**config.mk**
```make
export PLATFORM = sky130hd
export DESIGN_NAME = ps2_rx_fifo_flat
export DESIGN_NICKNAME = d
export VERILOG_FILES = /design/src/rtl/ps2_rx_fifo_pkg.sv /design/src/rtl/ps2_rx_fifo_if.sv /design/src/rtl/ps2_rx_fifo_edge_sync.sv /design/src/rtl/ps2_rx_fifo.sv /design/src/flat_wrapper.sv
export SDC_FILE = /design/constraint.sdc
export NUM_CORES = 1
export LEC_CHECK = 0
export ABC_CLOCK_PERIOD_IN_PS = 2100
export CORE_MARGIN = 2
export CORE_UTILIZATION = 40
export CTS_CLUSTER_SIZE = 14
export DETAILED_ROUTE_END_ITERATION = 8
export DONT_BUFFER_PORTS = 1
export SLEW_MARGIN = 15
export SYNTH_ARGS = -nofsm -noshare
export SYNTH_HDL_FRONTEND = slang
export SYNTH_SLANG_ARGS = --single-unit
```
**constraint.sdc**
```tcl
create_clock -name clk -period 2.1 [get_ports clk]
set_input_delay 0.105 -clock clk [delete_from_list [all_inputs] [get_ports clk]]
set_output_delay 0.105 -clock clk [all_outputs]
set_load 0.1 [all_outputs]
```
**src/rtl/ps2_rx_fifo_pkg.sv**
```systemverilog
// Shared types and constants for the PS/2 receive path.
package ps2_rx_fifo_pkg;

  typedef enum logic [1:0] {S_IDLE, S_DATA, S_PARITY, S_STOP} ps2_state_t;

  localparam int unsigned PS2_DATA_BITS  = 8;
  localparam int unsigned PS2_FRAME_BITS = 11;

  // Odd parity holds when the data byte and the parity bit contain an odd number of ones.
  function automatic logic odd_parity_ok(input logic [PS2_DATA_BITS-1:0] d, input logic p);
    return ^{d, p};
  endfunction

endpackage

```
**src/rtl/ps2_rx_fifo_if.sv**
```systemverilog
// PS/2 line inputs plus the byte FIFO drain handshake.
interface ps2_rx_fifo_if;
  import ps2_rx_fifo_pkg::*;

  logic                     ps2_clk;
  logic                     ps2_data;
  logic [PS2_DATA_BITS-1:0] data;
  logic                     ready;
  logic                     nextdata_n;
  logic                     overflow;
  logic                     frame_err;

  modport master (output ps2_clk, ps2_data, nextdata_n,
                  input  data, ready, overflow, frame_err);
  modport slave  (input  ps2_clk, ps2_data, nextdata_n,
                  output data, ready, overflow, frame_err);
endinterface

```
**src/rtl/ps2_rx_fifo_edge_sync.sv**
```systemverilog
// Synchronises the raw PS/2 lines and flags falling edges of ps2_clk.
module ps2_rx_fifo_edge_sync (
  input  logic clk,
  input  logic clrn,
  input  logic ps2_clk_i,
  input  logic ps2_data_i,
  output logic fall_c_o,
  output logic bit_o
);

  logic [1:0] clk_sync_q;
  logic [1:0] data_sync_q;
  logic       clk_prev_q;

  // Two-flop synchronisers plus one history flop on the clock line; idle level is 1.
  always_ff @(posedge clk or negedge clrn) begin
    if (!clrn) begin
      clk_sync_q  <= 2'b11;
      data_sync_q <= 2'b11;
      clk_prev_q  <= 1'b1;
    end else begin
      clk_sync_q  <= {clk_sync_q[0], ps2_clk_i};
      data_sync_q <= {data_sync_q[0], ps2_data_i};
      clk_prev_q  <= clk_sync_q[1];
    end
  end

  assign fall_c_o = clk_prev_q & ~clk_sync_q[1];
  assign bit_o    = data_sync_q[1];

endmodule

```
**src/rtl/ps2_rx_fifo.sv**
```systemverilog
// PS/2 receiver: deframes 11-bit frames and buffers bytes in a FIFO.
// Optional build macro PS2_PARITY_CHECK_EN: when defined, frames failing odd parity
// are dropped with a frame_err pulse; otherwise the parity bit is consumed and ignored.
module ps2_rx_fifo
  import ps2_rx_fifo_pkg::*;
#(
  parameter int unsigned DEPTH          = 8,
  parameter int unsigned TIMEOUT_CYCLES = 100000
) (
  input  logic          clk,
  input  logic          clrn,
  ps2_rx_fifo_if.slave  bus
);

  localparam int unsigned AW = $clog2(DEPTH);
  localparam int unsigned CW = AW + 1;
  localparam int unsigned TW = $clog2(TIMEOUT_CYCLES + 1);
  localparam int unsigned BW = $clog2(PS2_FRAME_BITS);

  logic                     fall_c;
  logic                     rx_bit;

  ps2_state_t               state_q;
  logic [PS2_DATA_BITS-1:0] sr_q;
  logic [BW-1:0]            bit_cnt_q;
  logic [TW-1:0]            tmo_q;
  logic                     frame_err_q;
`ifdef PS2_PARITY_CHECK_EN
  logic                     parity_q;
`endif

  logic [PS2_DATA_BITS-1:0] mem_q [DEPTH];
  logic [AW-1:0]            wptr_q, wptr_d;
  logic [AW-1:0]            rptr_q, rptr_d;
  logic [CW-1:0]            count_q, count_d;
  logic [PS2_DATA_BITS-1:0] data_q, data_d;
  logic                     ready_q;
  logic                     overflow_q;

  logic                     parity_ok_c;
  logic                     timeout_c;
  logic                     push_c;
  logic                     pop_c;
  logic                     wr_c;

  ps2_rx_fifo_edge_sync u_sync (
    .clk        (clk),
    .clrn       (clrn),
    .ps2_clk_i  (bus.ps2_clk),
    .ps2_data_i (bus.ps2_data),
    .fall_c_o   (fall_c),
    .bit_o      (rx_bit)
  );

  // Frame acceptance, timeout detection and FIFO next-state.
  always_comb begin
`ifdef PS2_PARITY_CHECK_EN
    parity_ok_c = odd_parity_ok(sr_q, parity_q);
`else
    parity_ok_c = 1'b1;
`endif
    timeout_c = (state_q != S_IDLE) && !fall_c && (tmo_q == TW'(TIMEOUT_CYCLES - 1));
    push_c    = fall_c && (state_q == S_STOP) && rx_bit && parity_ok_c;
    pop_c     = ready_q && !bus.nextdata_n;
    wr_c      = push_c && ((count_q != CW'(DEPTH)) || pop_c);
    wptr_d    = wr_c  ? wptr_q + AW'(1) : wptr_q;
    rptr_d    = pop_c ? rptr_q + AW'(1) : rptr_q;
    count_d   = count_q;
    case ({wr_c, pop_c})
      2'b10:   count_d = count_q + CW'(1);
      2'b01:   count_d = count_q - CW'(1);
      default: count_d = count_q;
    endcase
    // Head after this cycle's update; a byte written into the new head slot bypasses memory.
    data_d = (wr_c && (wptr_q == rptr_d)) ? sr_q : mem_q[rptr_d];
  end

  // Deframing FSM and inter-edge timeout; advances only on a ps2_clk fall.
  always_ff @(posedge clk or negedge clrn) begin
    if (!clrn) begin
      state_q     <= S_IDLE;
      sr_q        <= '0;
      bit_cnt_q   <= '0;
      tmo_q       <= '0;
      frame_err_q <= 1'b0;
`ifdef PS2_PARITY_CHECK_EN
      parity_q    <= 1'b0;
`endif
    end else begin
      frame_err_q <= 1'b0;
      if ((state_q == S_IDLE) || fall_c) tmo_q <= '0;
      else                               tmo_q <= tmo_q + TW'(1);

      if (timeout_c) begin
        state_q     <= S_IDLE;
        frame_err_q <= 1'b1;
      end else if (fall_c) begin
        case (state_q)
          S_IDLE: begin
            if (!rx_bit) begin
              state_q   <= S_DATA;
              bit_cnt_q <= '0;
            end
          end
          S_DATA: begin
            sr_q      <= {rx_bit, sr_q[PS2_DATA_BITS-1:1]};
            bit_cnt_q <= bit_cnt_q + BW'(1);
            if (bit_cnt_q == BW'(PS2_DATA_BITS - 1)) state_q <= S_PARITY;
          end
          S_PARITY: begin
`ifdef PS2_PARITY_CHECK_EN
            parity_q <= rx_bit;
`endif
            state_q  <= S_STOP;
          end
          S_STOP: begin
            if (!push_c) frame_err_q <= 1'b1;
            state_q <= S_IDLE;
          end
          default: state_q <= S_IDLE;
        endcase
      end
    end
  end

  // Byte FIFO with registered head, ready and sticky overflow.
  always_ff @(posedge clk or negedge clrn) begin
    if (!clrn) begin
      for (int i = 0; i < DEPTH; i++) mem_q[i] <= '0;
      wptr_q     <= '0;
      rptr_q     <= '0;
      count_q    <= '0;
      data_q     <= '0;
      ready_q    <= 1'b0;
      overflow_q <= 1'b0;
    end else begin
      if (wr_c) mem_q[wptr_q] <= sr_q;
      wptr_q  <= wptr_d;
      rptr_q  <= rptr_d;
      count_q <= count_d;
      data_q  <= data_d;
      ready_q <= (count_d != '0);
      if (push_c && !wr_c) overflow_q <= 1'b1;
    end
  end

  assign bus.data      = data_q;
  assign bus.ready     = ready_q;
  assign bus.overflow  = overflow_q;
  assign bus.frame_err = frame_err_q;

endmodule

```
**src/flat_wrapper.sv**
```systemverilog
// flat-port wrapper written by rule: the top's interface ports become plain ports
module ps2_rx_fifo_flat import ps2_rx_fifo_pkg::*;
#(
  parameter int unsigned DEPTH          = 8,
  parameter int unsigned TIMEOUT_CYCLES = 100000
)
  (clk, clrn, bus_ps2_clk, bus_ps2_data, bus_nextdata_n, bus_data, bus_ready, bus_overflow, bus_frame_err);
  ps2_rx_fifo_if bus_i ();
  input  logic clk;
  input  logic clrn;
  input wire logic [$bits(bus_i.ps2_clk)-1:0] bus_ps2_clk;
  input wire logic [$bits(bus_i.ps2_data)-1:0] bus_ps2_data;
  input wire logic [$bits(bus_i.nextdata_n)-1:0] bus_nextdata_n;
  output wire logic [$bits(bus_i.data)-1:0] bus_data;
  output wire logic [$bits(bus_i.ready)-1:0] bus_ready;
  output wire logic [$bits(bus_i.overflow)-1:0] bus_overflow;
  output wire logic [$bits(bus_i.frame_err)-1:0] bus_frame_err;
  assign bus_i.ps2_clk = bus_ps2_clk;
  assign bus_i.ps2_data = bus_ps2_data;
  assign bus_i.nextdata_n = bus_nextdata_n;
  assign bus_data = bus_i.data;
  assign bus_ready = bus_i.ready;
  assign bus_overflow = bus_i.overflow;
  assign bus_frame_err = bus_i.frame_err;
  ps2_rx_fifo #(.DEPTH(DEPTH), .TIMEOUT_CYCLES(TIMEOUT_CYCLES)) u_core (.clk(clk), .clrn(clrn), .bus(bus_i));
endmodule
```
==> flow_summary.json <==
{
  "drt_pass1_iterations": 5,
  "worst_pin_slew_ps": 873,
  "p_per_area_nw_per_um2": 1460,
  "cp_max_fo": 9,
  "failed_checks": "hold timing",
  "finalNonFillerCells": 812,
  "avgSynthCellArea_um2": 11.4,
  "fin_crit_ps": 2030,
  "ant_nets": 0,
  "rsz0062_at_grt": "true",
  "syn_inst": 552,
  "ys_seq_area_share_pct": 48.0,
  "arrival_ps": 2330,
  "die_h_um": 130,
  "fin_skew_ps": 5.44,
  "crit_path_top_delay_cell": "dfrtp_4",
  "path_cells": "nand2b_4 > buf_8 > xnor2_2 > xor2_2 > nor4_4 > buf_6 > mux2_2",
  "clkTransAtPathRegs_ps": 50,
  "place_inst": 768,
  "holdWs_ps": -619,
  "io_pins": 16,
  "cts_hold_buf": 2,
  "layout-area-overhead-vs-synth_pct": 20.8,
  "gp_congestion": 0.785,
  "setup_viol": 0,
  "vias_per_cell": 5.42,
  "final-max-slew-violation-count": 0,
  "num_vias": 4400,
  "dp_hpwl_um": 8580,
  "yosysTopAreaCell": "dfrtp_1",
  "synth_top_area_share_pct": 45.9,
  "track_usage_pct": 18.0,
  "routed_wl_um": 14100,
  "syn_area_um2": 6320,
  "timing.slew.headroom_pct": 41.9,
  "dieArea_um2": 16800,
  "hold_viol": 121,
  "cts_tree": "yes",
  "drc": 0,
  "clkLatencyLatePin_ps": 420,
  "grt_pass1_wl_um": 23100,
  "synth-seq-cells": 121,
  "numCtsBuffers": 17,
  "rr_startpoint": "u_core.bus.ready",
  "core_um2": 15300,
  "num_rows": 45,
  "start_kind": "register",
  "yosysMostFrequentCell": "dfrtp_1",
  "root_buffer": "clkbuf_16",
  "drtIter0Drc": 227,
  "hold_path_class": "in -> async",
  "grt_pass1_vias": 4454,
  "ys_async_sr_fraction_pct": 100,
  "max_stage_delay_ps": 500,
  "grt_max_degree": 122,
  "yosysWarningCount": 0,
  "crit_path_end_kind": "register",
  "synthTopCellsByArea": "dfrtp_1, mux2_2, mux2i_1",
  "fp.dieW_um": 130,
  "clock_path_buffers": 2,
  "htreeDepth": 4,
  "grt_antenna_before_repair": 0,
  "fmax_ghz": 0.493,
  "cts.sinks": 121,
  "place.port_buffers": 0,
  "synth_ff_type": "dfrtp_1",
  "layout-drive-gt1-share_pct": 31.6,
  "synthesis.nets": 566,
  "grt_remaining_overflow": 0,
  "synth_edf_count": 0,
  "netlist_top_cells_count": "dfrtp_1, mux2_2, mux2i_1",
  "diodes": 0,
  "start_util_pct": 41.3,
  "cp.required_ps": 2400,
  "nets": 602,
  "ys_types": 48,
  "wl_per_cell_um": 17.4,
  "vdd_drop_max_v": 0.000780,
  "critPathKind": "reg -> reg",
  "period_share_pct": 96.7,
  "outcome": "finished with violations",
  "max-cap-violations": 0,
  "power_leakage_uw": 0.00356,
  "startpoint": "u_core.bus.ready"
}
==> power by group <==
group / total, uW / internal (uW) / switching, uW
clock network: 3010 / 2010 / 1000
registers: 3560 / 2810 / 753
logic: 4570 / 2130 / 2440
total: 11100 / 6950 / 4200
==> flip-flops by register name, indices dropped and copies added (netlist names) <==
| signal | count |
|---|---|
| u_core.bit_cnt_q | 4 |
| u_core.bus.data | 8 |
| u_core.bus.frame_err | 1 |
| u_core.bus.overflow | 1 |
| u_core.bus.ready | 1 |
| u_core.count_q | 4 |
| u_core.mem_q | 64 |
| u_core.rptr_q | 3 |
| u_core.sr_q | 8 |
| u_core.state_q | 2 |
| u_core.tmo_q | 17 |
| u_core.u_sync.clk_prev_q | 1 |
| u_core.u_sync.clk_sync_q | 2 |
| u_core.u_sync.data_sync_q | 2 |
| u_core.wptr_q | 3 |
==> kinds of logic after synthesis <==
family          Yosys count  synth area share, %
compound gates           56                 7.23
fa+ha+maj                 9                 1.78
xor+xnor                 25                 3.58
simple gates            158                 13.0
buf+inv                  50                 3.27
flops                   121                 48.0
mux                     133                 23.1
==> critical path, delay by kind of cell, from the launching register on <==
kind          cells  cell delay (ps)
mux               1              350
flops             1              500
simple gates      2              440
xor+xnor          2              280
buf+inv           2              340
==> final timing paths <==
check	slack, ps	endpoint	cells past startpoint
worst min-delay path	-620	u_core.mem_q[10]	0
min in group clk	130	u_core.rptr_q[1]	4
worst max register to register	70	u_core.bus.data[1]	7
worst min register to register	360	u_core.u_sync.clk_sync_q[1]	0
worst max-delay path	70	u_core.bus.data[1]	7
max in group asynchronous	2450	u_core.u_sync.data_sync_q[1]	0
==> per-layer routing <==
| metal | wire length (um) | global-route usage (%) |
|---|---|---|
| met5 | 0 | 0 |
| met4 | 227 | 7.72 |
| met3 | 439 | 4.54 |
| met2 | 7150 | 30.1 |
| met1 | 6310 | 22.3 |
==> repair_timing <==
item / 4_1_cts / 5_1_grt
setup endpoints to repair: 5 / 56
setup buffers: 0 / 9
endpoints found under the hold margin: 123 / 121
pin swaps: 0 / 8
cloned: 0 / 1
resized for setup: 1 / 15
==> cell usage in the layout, fill, tap and decap left out, drive strengths merged, types with 6 or more instances in the layout <==
cell and n:
nor2b 19, mux2i 50, dfrtp 116, nand2 44, nor2 26, inv 11, xor2 11, nor3 7
xnor2 14, buf 53, a21oi 11, nand3 13, nand4 24, ha 9, a211oi 16, clkbuf 25
a2111o 14, mux2 82, nor4 6
==> metrics by stage <==
step	setup slack [ps]	util [%]	area, um^2	total power [uW]	setup TNS (ps)
floorplan	-116	-	6330	6360	-870
global placement	44.6	44.6	6830	7550	0
detailed placement	0.780	44.6	6830	7690	0
CTS	0.0291	48.8	7470	10800	0
global route	-28.5	49.8	7630	11700	-54.9
finish	70.2	49.8	7630	11100	0
==> final cells by class <==
cell class,instances,area [um^2]
repair buffers,56,520
inverters,11,41.3
multi-input cells,381,3150
well taps,211,264
clock inverters,8,115
flip-flops and latches,121,3040
clock buffers,24,502
fillers,1356,7680
(Power assumes the default switching activity.)
